## config.mk

```make
export PLATFORM = sky130hd
export DESIGN_NAME = ringosc_fll_ctrl
export DESIGN_NICKNAME = d
export VERILOG_FILES = /design/src/rtl/ringosc_fll_pkg.sv /design/src/rtl/ringosc_fll_ctrl_edge_cnt.sv /design/src/rtl/ringosc_fll_ctrl.sv
export SDC_FILE = /design/constraint.sdc
export NUM_CORES = 1
export LEC_CHECK = 0
export ABC_AREA = 1
export CAP_MARGIN = 10
export CORE_MARGIN = 1
export CORE_UTILIZATION = 27
export DETAILED_ROUTE_END_ITERATION = 8
export MAX_ROUTING_LAYER = met4
export PLACE_DENSITY = 0.48
export SYNTH_ARGS = -nofsm -noshare
export SYNTH_HDL_FRONTEND = slang
export SYNTH_SLANG_ARGS = --single-unit
```

## constraint.sdc

```tcl
create_clock -name clk -period 2.84 [get_ports clk]
set_clock_uncertainty 0.2 [all_clocks]
set_input_delay 0.426 -clock clk [delete_from_list [all_inputs] [get_ports clk]]
set_output_delay 0.426 -clock clk [all_outputs]
set_load 0.01 [all_outputs]
```

## src/rtl/ringosc_fll_pkg.sv

```systemverilog
// Shared types and default sizing for the ring-oscillator FLL controller.
package ringosc_fll_pkg;

   typedef enum logic [1:0] {
      IDLE = 2'd0,
      MEAS = 2'd1,
      CMP  = 2'd2,
      UPD  = 2'd3
   } fll_state_t;

   localparam int FLL_CW  = 16;
   localparam int FLL_WIN = 1024;
   localparam int ERR_W   = FLL_CW + 1;
   localparam int WCNT_W  = $clog2(FLL_WIN);

endpackage

```

## src/rtl/ringosc_fll_ctrl_edge_cnt.sv

```systemverilog
// Synchronises the asynchronous prescaled VCO clock, detects its rising
// edges and counts them with saturation.
module fll_edge_cnt #(
   parameter int CW = 16
) (
   input  logic          clk,
   input  logic          rst,
   input  logic          clr,
   input  logic          cnt_en,
   input  logic          ckdiv,
   output logic [CW-1:0] count
);

   localparam logic [CW-1:0] CNT_MAX = '1;
   localparam logic [CW-1:0] CNT_ONE = {{(CW-1){1'b0}}, 1'b1};

   logic sync1_r;
   logic sync2_r;
   logic hist_r;
   logic rise_s;

   // two-flop synchroniser plus history flop for edge detection
   always_ff @(posedge clk) begin
      if (rst) begin
         sync1_r <= 1'b0;
         sync2_r <= 1'b0;
         hist_r  <= 1'b0;
      end else begin
         sync1_r <= ckdiv;
         sync2_r <= sync1_r;
         hist_r  <= sync2_r;
      end
   end

   assign rise_s = sync2_r & ~hist_r;

   // saturating rising-edge counter
   always_ff @(posedge clk) begin
      if (rst) begin
         count <= '0;
      end else if (clr) begin
         count <= '0;
      end else if (cnt_en && rise_s && (count != CNT_MAX)) begin
         count <= count + CNT_ONE;
      end else begin
         count <= count;
      end
   end

endmodule

```

## src/rtl/ringosc_fll_ctrl.sv

```systemverilog
// Frequency-locked-loop controller: measures ckdiv edges per window, steps
// the vreg DAC code toward the target count and reports lock.
module ringosc_fll_ctrl
   import ringosc_fll_pkg::*;
#(
   parameter int CW         = FLL_CW,
   parameter int DW         = 8,
   parameter int WIN        = FLL_WIN,
   parameter int CODE_INIT  = 128,
   parameter int TOL        = 2,
   parameter int LOCK_N     = 4,
   parameter int GAIN_SHIFT = 2
) (
   input  logic          clk,
   input  logic          rst,
   input  logic          en,
   input  logic [CW-1:0] target,
   input  logic          ckdiv,
   output logic [DW-1:0] code,
   output logic          lock,
   output logic [CW-1:0] cnt_out,
   output logic          cnt_valid
);

   localparam int EW  = CW + 1;
   localparam int WW  = $clog2(WIN);
   localparam int SW  = DW + CW + 1;
   localparam int LCW = $clog2(LOCK_N + 1);

   localparam logic [WW-1:0]         WIN_LAST = WW'(WIN - 1);
   localparam logic [WW-1:0]         WIN_ONE  = {{(WW-1){1'b0}}, 1'b1};
   localparam logic signed [EW-1:0]  TOL_POS  = EW'(TOL);
   localparam logic signed [EW-1:0]  TOL_NEG  = -EW'(TOL);
   localparam logic signed [EW-1:0]  STEP_UP  = {{(EW-1){1'b0}}, 1'b1};
   localparam logic signed [SW-1:0]  CODE_MAX = SW'((1 << DW) - 1);
   localparam logic [LCW-1:0]        LOCK_MAX = LCW'(LOCK_N);
   localparam logic [LCW-1:0]        LOCK_PRE = LCW'(LOCK_N - 1);
   localparam logic [LCW-1:0]        LOCK_ONE = {{(LCW-1){1'b0}}, 1'b1};

   fll_state_t              state_r;
   fll_state_t              state_s;
   logic [WW-1:0]           win_r;
   logic [LCW-1:0]          lock_cnt_r;
   logic signed [EW-1:0]    err_r;
   logic [CW-1:0]           count_s;
   logic                    clr_s;
   logic                    cnt_en_s;
   logic signed [EW-1:0]    step_s;
   logic signed [SW-1:0]    sum_s;
   logic [DW-1:0]           code_s;
   logic                    in_band_s;

   fll_edge_cnt #(.CW(CW)) u_edge_cnt (
      .clk    (clk),
      .rst    (rst),
      .clr    (clr_s),
      .cnt_en (cnt_en_s),
      .ckdiv  (ckdiv),
      .count  (count_s)
   );

   // FSM state register
   always_ff @(posedge clk) begin
      if (rst) begin
         state_r <= IDLE;
      end else begin
         state_r <= state_s;
      end
   end

   // next state and edge-counter control; en low aborts any window
   always_comb begin
      state_s  = state_r;
      clr_s    = 1'b0;
      cnt_en_s = 1'b0;
      if (!en) begin
         state_s = IDLE;
         clr_s   = 1'b1;
      end else begin
         case (state_r)
            IDLE: begin
               state_s = MEAS;
               clr_s   = 1'b1;
            end
            MEAS: begin
               cnt_en_s = 1'b1;
               if (win_r == WIN_LAST) begin
                  state_s = CMP;
               end else begin
                  state_s = MEAS;
               end
            end
            CMP: begin
               state_s = UPD;
            end
            UPD: begin
               state_s = MEAS;
               clr_s   = 1'b1;
            end
            default: begin
               state_s = IDLE;
               clr_s   = 1'b1;
            end
         endcase
      end
   end

   // window counter runs only across consecutive MEAS cycles
   always_ff @(posedge clk) begin
      if (rst) begin
         win_r <= '0;
      end else if ((state_r == MEAS) && (state_s == MEAS)) begin
         win_r <= win_r + WIN_ONE;
      end else begin
         win_r <= '0;
      end
   end

   // loop step: small errors still move the code by one LSB
   always_comb begin
      step_s    = err_r >>> GAIN_SHIFT;
      in_band_s = (err_r <= TOL_POS) && (err_r >= TOL_NEG);
      if (step_s == '0) begin
         if (err_r[EW-1]) begin
            step_s = '1;
         end else begin
            step_s = STEP_UP;
         end
      end else begin
         step_s = step_s;
      end
      sum_s = $signed({{(SW-DW){1'b0}}, code}) + $signed({{(SW-EW){step_s[EW-1]}}, step_s});
      if (sum_s[SW-1]) begin
         code_s = '0;
      end else if (sum_s > CODE_MAX) begin
         code_s = '1;
      end else begin
         code_s = sum_s[DW-1:0];
      end
   end

   // compare and update registers
   always_ff @(posedge clk) begin
      if (rst) begin
         code       <= DW'(CODE_INIT);
         lock       <= 1'b0;
         lock_cnt_r <= '0;
         cnt_out    <= '0;
         cnt_valid  <= 1'b0;
         err_r      <= '0;
      end else begin
         cnt_valid <= 1'b0;
         if (!en) begin
            lock       <= 1'b0;
            lock_cnt_r <= '0;
         end else if (state_r == CMP) begin
            cnt_out   <= count_s;
            cnt_valid <= 1'b1;
            err_r     <= $signed({1'b0, target} - {1'b0, count_s});
         end else if (state_r == UPD) begin
            if (in_band_s) begin
               if (lock_cnt_r != LOCK_MAX) begin
                  lock_cnt_r <= lock_cnt_r + LOCK_ONE;
               end else begin
                  lock_cnt_r <= lock_cnt_r;
               end
               lock <= (lock_cnt_r >= LOCK_PRE);
            end else begin
               code       <= code_s;
               lock_cnt_r <= '0;
               lock       <= 1'b0;
            end
         end else begin
            lock <= lock;
         end
      end
   end

endmodule
```

# Yosys cells after proc, flatten, opt, wreduce, memory -nomap -nowiden
# Cells that the tools add are included.
# word_totals
ff_bits,77
inputBits,20
output_inout_bits,26
# classes
add_sub_neg,5
magnitude_cmp,4
n_eq_ne,8
n_mux,15
bitwise,6
n_reduce_logical,14
# op_table
cell,count
$mux 17,2
$add 9x17->18,1
$gt 18x9->1 const B,1
$ge 17x2->1 const B,1
$le 17x3->1 const B,1
$logic_not 17->1,1
$sub 16x16->17,1
$add 16x1->16 const B,1
$mux 8,2
$ne 16x16->1 const B,1
$add 10x1->10 const B,1
$eq 10x10->1 const B,1
$reduce_or 2->1,4
$mux 1,6
$mux 3,2
$pmux 2 s3,1
$not 1->1,5
$eq 2x1->1 const B,2
$eq 2x2->1 const B,2
$logic_and 1x1->1,4
$mux 2,2
$reduce_and 2->1,2
$reduce_and 4->1,1
$add 3x1->3 const B,1
other kinds (6),6

# Depth between registers and ports, before layout
# Gate-level depths: netlist (run 1).
# logic_depth
depth_word,8
ltp_mapped,19
depth_no_buf,19

# Modules after synthesis
# Synthesis (run 1) repeated with hierarchy kept, for this count alone.
# unflattened
hier_cells,744
area_unflattened_um2,4944.7
# by_module_without_submodules
mod,n_inst,cells_each,area_per_inst_um2,seq_area_each_um2
ringosc_fll_ctrl,1,587,3925.0,1161.1
fll_edge_cnt,1,157,1019.7,380.4

# Worst setup path before layout (run 1)
# OpenSTA, ideal clock, no wires.
# synth_path
path_type,register -> register
start,reg err_r[10]
end,reg code[2]
setup_ns,0.132
t_arrival_ns,2.512
required_ns,2.508
setup_slack_ns,-0.004
stages_incl_launch_ff,18
synth_period_minus_slack_ns,2.844
path_cell_list,dfxtp_1 nor2_1 nand4_1 nor3_1 or2_2 ha_1 fa_1 nand3_1 nand2_1 nand2_1 nand2_2 xor2_1 nor2_1 nand2_1 o21ai_4 nand2_1 nand2_1 a21oi_1
# synth_between
elab_chain_cells,6
# synth_lines
item,line,source
"start, declared",ringosc_fll_ctrl.sv:44,logic signed [EW-1:0] err_r;
"start signal, assigned",ringosc_fll_ctrl.sv:159,"err_r <= $signed({1'b0, target} - {1'b0, count_s});"
$logic_not 17->1,ringosc_fll_ctrl.sv:123,if (step_s == '0) begin
$mux 17,ringosc_fll_ctrl.sv:123,
$add 9x17->18,ringosc_fll_ctrl.sv:132,"sum_s = $signed({{(SW-DW){1'b0}}, code}) + $signed({{(SW-EW){step_s[EW-1]}}, step_s});"
$gt 18x9->1,ringosc_fll_ctrl.sv:135,end else if (sum_s > CODE_MAX) begin
$mux 8,ringosc_fll_ctrl.sv:135,
$mux 8,ringosc_fll_ctrl.sv:133,if (sum_s[SW-1]) begin
"end signal, assigned",ringosc_fll_ctrl.sv:145,code <= DW'(CODE_INIT);
"end signal, assigned",ringosc_fll_ctrl.sv:169,code <= code_s;
"end, declared",ringosc_fll_ctrl.sv:19,"output logic [DW-1:0] code,"
# Several ways; a longest one is shown, not always the timed one.
# A chain may end at the register's enable or synchronous reset.

# Worst setup path in the final report (run 1)
# layout_path
start,reg err_r[13]
end,reg code[5]
# Same word-level chain as after synthesis.

==> results of run 1 <==
[final cells by class]
class / count / area share
Clock buffer: 10 / 0.03854
Clock inverter: 4 / 0.01664
Sequential cell: 77 / 0.2601
Inverter: 99 / 0.06255
Tap cell: 220 / 0.04634
Timing Repair Buffer: 84 / 0.1272
Multi-Input combinational cell: 464 / 0.4486
[sequential cells by signal (all words and copies together) (netlist names), 2 cells and up]
| signal | count |
|---|---|
| code | 8 |
| lock_cnt_r | 3 |
| cnt_out | 16 |
| err_r | 17 |
| win_r | 10 |
| u_edge_cnt.count | 16 |
| state_r | 2 |
[timing repair]
item,4_1_cts,5_1_grt
setup buffers,0,0
resized for setup,8,9
setup endpoints to repair,8,8
pin swaps,3,11
hold buffers,0,0
[cell families after synthesis]
logic type               Yosys count  share of synthesized area
AND/OR/NAND/NOR                  258                     0.2519
adder cells (fa/ha/maj)           37                     0.1040
XOR/XNOR                          22                    0.04194
flip-flops                        77                     0.3355
buffers and inverters            119                    0.09749
AO/OA/AOI/OAI                    147                     0.1691
[through the flow]
stage	worst slack, ps	power [mW]	cells	util	hold slack, ps
finish	108.0	2.546	958	0.3582	205.0
global route	-76.98	2.637	958	0.3582	250.6
CTS	0.7061	2.584	958	0.3559	206.9
detailed placement	-140.7	1.256	944	0.3347	195.6
global placement	-120.0	1.255	944	0.3347	192.4
floorplan	14.43	1.194	660	-	188.3
[synth_stat cells (all sizes together) (12+ instances only)]
master / count
a21oi: 74
nor3: 14
nand4: 13
xor2: 12
nor2: 56
nand2: 129
o21ai: 61
nand3: 32
inv: 98
dfxtp: 77
ha: 35
clkbuf: 17
[layer usage]
| metal | GRT usage | wire (um) | up-vias |
|---|---|---|---|
| li1 | - | - | 2303 |
| met1 | 0.1750 | 5659 | 1895 |
| met2 | 0.2398 | 5559 | 71 |
| met3 | 0.01992 | 316 | 21 |
| met4 | 0.06322 | 263 | 0 |
| met5 | - | 0 | - |
[worst min-delay path: stages, from the launching register on]
cell and delay (ps):
dfxtp_1 290, inv_1 40, nor2_1 30
[worst paths after layout]
path,startpoint,end,slack (ps),cells past startpoint
max reg2reg,err_r[13],code[5],110,17
max,err_r[13],code[5],110,17
min reg2reg,u_edge_cnt.sync1_r,u_edge_cnt.sync2_r,200,2
min,u_edge_cnt.sync1_r,u_edge_cnt.sync2_r,200,2
[power by group through the flow]
stage,logic [mW],clock network (mW),registers [mW]
3_5_place_dp,0.148,0,1.11
6_report,0.147,1.31,1.08
2_1_floorplan,0.0858,0,1.11
3_3_place_gp,0.147,0,1.11
5_1_grt,0.165,1.39,1.08
4_1_cts,0.149,1.35,1.08
==> metrics.yaml, run 1 <==
status:
  status: "finished, final reports clean"
pwr:
  power.internal_mw: 2.002
  p_leak_nw: 2.549
  combPwrFrac: 0.058
  seq_power_share: 0.426
  switching_power_mw: 0.5433
  ir_drop_uv: 257.4
  pwr-share-clk: 0.516
  powerDensity_nw_per_um2: 428.5
  p_sw_frac: 0.2134
logic_synthesis:
  yosysUniqueCellTypes: 40
  synth_ff_type: "dfxtp_1"
  ys.warnings.count: 0
  async_flop_share: 0
  synthTopCellsByArea: "dfxtp_1 (34%), nand2_1 (9.9%), ha_1 (9.5%)"
  syn-cell-area_sq_um: 4594
  synthesis.nets: 717
  synth-edff-count: 0
  ys_seq_area_frac: 0.3355
  synth_cells: 660
  synth_top_cell_by_area: "dfxtp_1"
  synth_seq_cells: 77
  synth.top_cell.area_share: 0.3355
  avgSynthCellArea_sq_um: 6.961
sta:
  slew-limit-headroom: 0.6008
  rsz0062_at_grt: "true"
  drv_slew: 0
  fin_tns_setup_ps: 0
  setup_viol: 0
  final_hold_viol_count: 0
  min_period_over_period: 0.9620
  max_freq_mhz: 366.0
  worst_pin_slew_ps: 595.0
  fin_crit_ps: 2732
detailed_routing:
  wl_um: 11800
  drtPass1Iterations: 4
  drt_iter0_drc: 135
  drc: 0
  vias: 4290
  routedWlPerCell_um: 12.32
  viasPerCell: 4.478
  drtAntennaViolNets: 0
finish:
  stdcell_area_sq_um: 5941
  regArea_sq_um: 1545
  multiInputGateArea_sq_um: 2665
  n_fill_cell: 1763
  diodes: 0
  area_delta_synth_final_pct: 29.30
  final_cell_mix: "nand2_1 (117), inv_1 (94), a21oi_1 (74), dfxtp_1 (74), o21ai_0 (58)"
  drive_gt1_frac: 0.1152
  nNetsFinal: 792
  final_common_cell: "nand2_1"
place:
  globalplace.congestion: 0.8062
  placed_area_sq_um: 5550
  dp.final_hpwl_um: 9392
  io_buffers: 45
worst_setup_path:
  crit_arrival_ps: 2750
  required_ps: 2860
  cp-end-kind: "flip-flop"
  slowest_stage: "fa_2"
  crit_buf_inv: 1
  crit_type: "reg2reg"
  cp_cell_sequence: "inv_1, nand4_1, nor3_2, or2_4, ha_4, fa_2, nand3_2, nand2_4, nand2_4, nand2_4, xor2_1, nor2_1, nand2_2, o21ai_4, nand2_1, nand2_1, a21oi_1"
  max_stage_delay_ps: 370
  cp_common_cell: "nand2_4"
  crit_family: "simple AND/OR/NAND/NOR gates"
  start_kind: "flip-flop"
  path_max_fanout: 6
clock_tree:
  numCtsBuffers: 9
  root_buffer: "clkbuf_16"
  clock-sinks: 77
  cts_htree_levels: 3
  cts_buffer_depth: 2
  clkLatencyLatePin_ps: 340
  clkTransAtPathRegs_ps: 60
  cts_tree: "done"
global_route:
  grt_max_degree: 27
  grt_pass1_vias: 4191
  grt_pass1_wl_um: 19620
  grt_use_total: 0.1447
  antenna_found_initial: 0
  overflow: 0
die:
  core-area_sq_um: 16580
  ios: 46
  die_h_um: 132.4
  row_count: 47
  fp.dieW_um: 132.4
  dieArea_sq_um: 17540
  initial_core_util: 0.2770
min_path:
  hp-class: "reg2reg"
flow_run:
  drv_cap: 0
Note: power is estimated with default switching activity, not from simulation.
==> inputs of run 2 (changes only) <==
--- a/config.mk
+++ b/config.mk
@@ -11,7 +11,7 @@
 export CORE_UTILIZATION = 27
 export DETAILED_ROUTE_END_ITERATION = 8
 export MAX_ROUTING_LAYER = met4
-export PLACE_DENSITY = 0.48
+export PLACE_DENSITY = 0.47
 export SYNTH_ARGS = -nofsm -noshare
 export SYNTH_HDL_FRONTEND = slang
 export SYNTH_SLANG_ARGS = --single-unit
==> constraint.sdc (replaced) <==
create_clock -name clk -period 3 [get_ports clk]
set_clock_uncertainty 0.2 [all_clocks]
set_input_delay 0.45 -clock clk [delete_from_list [all_inputs] [get_ports clk]]
set_output_delay 0.45 -clock clk [all_outputs]
set_load 0.01 [all_outputs]
==> metrics.yaml, run 2 (synthesis gave the netlist of run 1 again) <==
sta:
  rsz0062_at_grt: "true"
  max_freq_mhz: 359.2
  min_period_over_period: 0.9279
  drv_slew: 0
  worst_slack_ps: 216.4
  fin_crit_ps: 2784
  final_hold_viol_count: 0
  slew-limit-headroom: 0.5412
  worst_pin_slew_ps: 687.5
  fin_tns_setup_ps: 0
  setup_viol: 0
pwr:
  ir_drop_uv: 270.4
  powerDensity_nw_per_um2: 390.2
  power_mw: 2.280
  p_leak_nw: 2.481
worst_setup_path:
  rrSetupSlack_ps: 220
  max_stage_delay_ps: 370
  r2r_start: "err_r[4]"
  crit_family: "simple AND/OR/NAND/NOR gates"
  cp-end-kind: "flip-flop"
  path_max_fanout: 6
  crit_buf_inv: 1
  cp_common_cell: "nand2_4"
  cp-startpoint: "err_r[4]"
  required_ps: 3030
  crit_arrival_ps: 2820
  path_depth: 17
  cp_cell_sequence: "inv_1, nand3_1, nor3_2, or2_4, ha_4, fa_2, nand3_2, nand2_4, nand2_4, nand2_4, xor2_1, nor2_1, nand2_2, o21ai_4, nand2_1, nand2_1, a21oi_2"
  r2r_cells: 17
  crit_type: "reg2reg"
  r2r_end: "code[5]"
  start_kind: "flip-flop"
  crit_end: "code[5]"
  slowest_stage: "fa_2"
clock_tree:
  cts_buffer_depth: 2
  clkTransAtPathRegs_ps: 60
  clock-sinks: 77
  clkLatencyLatePin_ps: 350
  root_buffer: "clkbuf_16"
  numCtsBuffers: 9
  hold_buffers: 0
  cts_htree_levels: 3
  cts_tree: "done"
finish:
  stdcell_area_sq_um: 5843
  area_delta_synth_final_pct: 27.18
  drive_gt1_frac: 0.1084
  largest_reg_flops: 17
  nNetsFinal: 781
  final_cell_mix: "nand2_1 (118), inv_1 (94), a21oi_1 (72), dfxtp_1 (72), o21ai_0 (58)"
  top_regs: "err_r: 17 flops, cnt_out: 16 flops, u_edge_cnt.count: 16 flops"
  final_common_cell: "nand2_1"
  stdcell_count: 949
  top_register: "err_r"
  n_fill_cell: 1790
  diodes: 0
detailed_routing:
  drt_iter0_drc: 304
  routedWlPerCell_um: 12.51
  drc: 0
  wl_um: 11870
  vias: 4250
  viasPerCell: 4.478
  drtPass1Iterations: 4
  drtAntennaViolNets: 0
place:
  pre_cts_slack_ps: -6.601
  dp.final_hpwl_um: 9401
  globalplace.congestion: 0.8957
  dp.cells: 932
  placed_area_sq_um: 5459
  io_buffers: 45
die:
  row_count: 47
  die_h_um: 132.4
  dieArea_sq_um: 17540
  ios: 46
  initial_core_util: 0.2770
  fp.dieW_um: 132.4
  core-area_sq_um: 16580
global_route:
  grt_pass1_wl_um: 19950
  antenna_found_initial: 0
  grt_use_total: 0.1475
  overflow: 0
  grt_max_degree: 26
  grt_pass1_vias: 4214
status:
  status: "finished, final reports clean"
flow_run:
  drv_cap: 0
min_path:
  hp-class: "reg2reg"
## run 2: cell types whose count changed in the layout (fill, tap and decap cells not counted), sizes merged
cell / previous run / this run
buf: 39 / 28
bufinv: 3 / 1
clkinvlp: 0 / 2
clkbuf: 10 / 11
inv: 98 / 99
## run 2: stage by stage
stage	util	hold WS (ps)
floorplan	-	188.3
global placement	0.3292	191.5
detailed placement	0.3292	196.3
CTS	0.3474	205.0
global route	0.3523	222.5
finish	0.3523	202.6
## run 2: cell type report
cell class / count / area (sq um) / share of cell area
repair buffers: 73 / 676.9 / 0.1158
well taps: 220 / 275.3 / 0.04711
inverters: 99 / 371.6 / 0.06360
multi-input cells: 464 / 2670 / 0.4570
flip-flops and latches: 77 / 1548 / 0.2649
clock buffers: 11 / 242.7 / 0.04154
clock inverters: 5 / 58.81 / 0.01006
## run 2: worst min path at each step
stage,from,end,slack [ps],depth (start not counted)
6_report,u_edge_cnt.sync1_r,u_edge_cnt.sync2_r,200,2
5_1_grt,u_edge_cnt.sync1_r,u_edge_cnt.sync2_r,220,2
4_1_cts,u_edge_cnt.sync1_r,u_edge_cnt.sync2_r,200,2
3_5_place_dp,u_edge_cnt.sync1_r,u_edge_cnt.sync2_r,200,2
3_3_place_gp,u_edge_cnt.sync1_r,u_edge_cnt.sync2_r,190,2
2_1_floorplan,u_edge_cnt.sync1_r,u_edge_cnt.sync2_r,190,2
## run 2: report_power, final
group / switching, mW / internal (mW)
logic: 0.0730 / 0.0605
registers: 0.00153 / 1.02
clock network: 0.452 / 0.669
## run 2: worst min-delay path, delay by kind of cell, from the launching register on
family	cells	cell delay, ps
and+or+nand+nor	1	30
buffers and inverters	1	40
DFF	1	300
## run 2: what timing repair did
item	in CTS	in global routing
setup buffers	0	1
resized for setup	0	22
setup endpoints to repair	0	8
## run 2: routing by layer
layer | GRT usage | wire [um] | up-vias
met5 | - | 0 | -
met4 | 0.05619 | 217 | 0
met3 | 0.02682 | 302 | 17
met2 | 0.2386 | 5507 | 51
met1 | 0.1821 | 5844 | 1898
li1 | - | - | 2284
==> inputs of run 3 (changes only) <==
--- a/config.mk
+++ b/config.mk
@@ -10,7 +10,6 @@
 export CORE_MARGIN = 1
 export CORE_UTILIZATION = 27
 export DETAILED_ROUTE_END_ITERATION = 8
-export MAX_ROUTING_LAYER = met4
 export PLACE_DENSITY = 0.47
 export SYNTH_ARGS = -nofsm -noshare
 export SYNTH_HDL_FRONTEND = slang
==> metrics.yaml, run 3 (synthesis gave the netlist of run 1 again) <==
status:
  status: "finished, final reports clean"
finish:
  final_common_cell: "nand2_1"
  n_fill_cell: 1807
  post-route-util: 0.3514
  top_regs: "err_r: 17 flops, cnt_out: 16 flops, u_edge_cnt.count: 16 flops"
  area_delta_synth_final_pct: 26.82
  final_cell_mix: "nand2_1 (119), inv_1 (93), dfxtp_1 (76)"
  stdcell_count: 951
  nNetsFinal: 783
  top_register: "err_r"
  stdcell_area_sq_um: 5827
  diodes: 0
  drive_gt1_frac: 0.1026
  largest_reg_flops: 17
place:
  dp.final_hpwl_um: 9481
  io_buffers: 45
  pre_cts_slack_ps: -7.497
  dp.cells: 933
  placed_area_sq_um: 5466
  globalplace.congestion: 0.8348
global_route:
  grt_use_total: 0.1445
  antenna_found_initial: 0
  grt_pass1_vias: 4218
  grt_pass1_wl_um: 20230
  overflow: 0
  grt_max_degree: 26
pwr:
  powerDensity_nw_per_um2: 385.4
  power_mw: 2.245
  p_leak_nw: 2.468
  ir_drop_uv: 287.6
detailed_routing:
  wl_um: 11960
  drt_iter0_drc: 179
  drtAntennaViolNets: 0
  vias: 4299
  routedWlPerCell_um: 12.58
  drtPass1Iterations: 6
  viasPerCell: 4.521
  drc: 0
worst_setup_path:
  start_kind: "flip-flop"
  cp-end-kind: "flip-flop"
  path_max_fanout: 6
  max_stage_delay_ps: 370
  crit_arrival_ps: 2820
  cp_common_cell: "nand2_1"
  crit_type: "reg2reg"
  cp_cell_sequence: "nor3_2, nand4_1, nor3_2, or2_4, ha_4, fa_2, nand3_2, nand2_4, nand2_2, nand2_4, xor2_1, nor2_1, nand2_1, o21ai_4, nand2_1, nand2_1, a21oi_1"
  required_ps: 3010
  slowest_stage: "fa_2"
clock_tree:
  cts_buffer_depth: 2
  clock-sinks: 77
  numCtsBuffers: 9
  cts_tree: "done"
  root_buffer: "clkbuf_16"
  clkLatencyLatePin_ps: 340
  clkTransAtPathRegs_ps: 60
  cts_htree_levels: 3
die:
  fp.dieW_um: 132.4
  row_count: 47
  die_h_um: 132.4
  ios: 46
  core-area_sq_um: 16580
  dieArea_sq_um: 17540
  initial_core_util: 0.2770
sta:
  fin_tns_setup_ps: 0
  worst_slack_ps: 194.8
  slew-limit-headroom: 0.5285
  timing.hold.ws_ps: 206.7
  min_period_over_period: 0.9351
  max_freq_mhz: 356.5
  fin_crit_ps: 2805
  final_hold_viol_count: 0
  setup_viol: 0
  worst_pin_slew_ps: 703.0
  drv_slew: 0
flow_run:
  drv_cap: 0
min_path:
  hp-class: "reg2reg"
run 3: layout make-up:
type,instances,area [sq um],share of cell area
Multi-Input combinational cell,464,2656,0.4559
Timing Repair Buffer,75,688.2,0.1181
Clock buffer,10,229.0,0.03930
Tap cell,220,275.3,0.04724
Sequential cell,77,1543,0.2648
Clock inverter,6,63.81,0.01095
Inverter,99,371.6,0.06377
run 3: power by group:
group / total [mW] / switching, mW / internal [mW]
Clock: 1.08 / 0.440 / 0.643
Sequential: 1.03 / 0.00153 / 1.03
Combinational: 0.136 / 0.0752 / 0.0607
run 3: path summary, 6_finish.rpt:
check | start | to | slack, ps | depth (start not counted)
worst max-delay path | err_r[16] | code[6] | 190 | 17
worst min-delay path | u_edge_cnt.sync1_r | u_edge_cnt.sync2_r | 210 | 2
worst max register to register | err_r[16] | code[6] | 190 | 17
worst min register to register | u_edge_cnt.sync1_r | u_edge_cnt.sync2_r | 210 | 2
run 3: what timing repair did:
action,4_1_cts,5_1_grt
gates cloned,0,0
pin swaps,2,8
hold buffers,0,0
endpoints found under the hold margin,0,0
endpoints found under the setup margin,2,8
gates resized for setup,1,13
buffers inserted,0,2
run 3: per-layer routing:
metal | GRT usage | vias to the layer above | wire length (um)
met5 | 0 | - | 0
met4 | 0.05811 | 0 | 229
met3 | 0.03180 | 12 | 350
met2 | 0.2395 | 61 | 5579
met1 | 0.1813 | 1937 | 5803
li1 | - | 2289 | -
run 3: critical path, delay by kind of cell, from the launching register on:
family	cells	cell delay, ps
adder cells (fa/ha/maj)	2	530
AO/OA/AOI/OAI	2	270
flip-flops	1	340
XOR/XNOR	1	150
AND/OR/NAND/NOR	12	1150
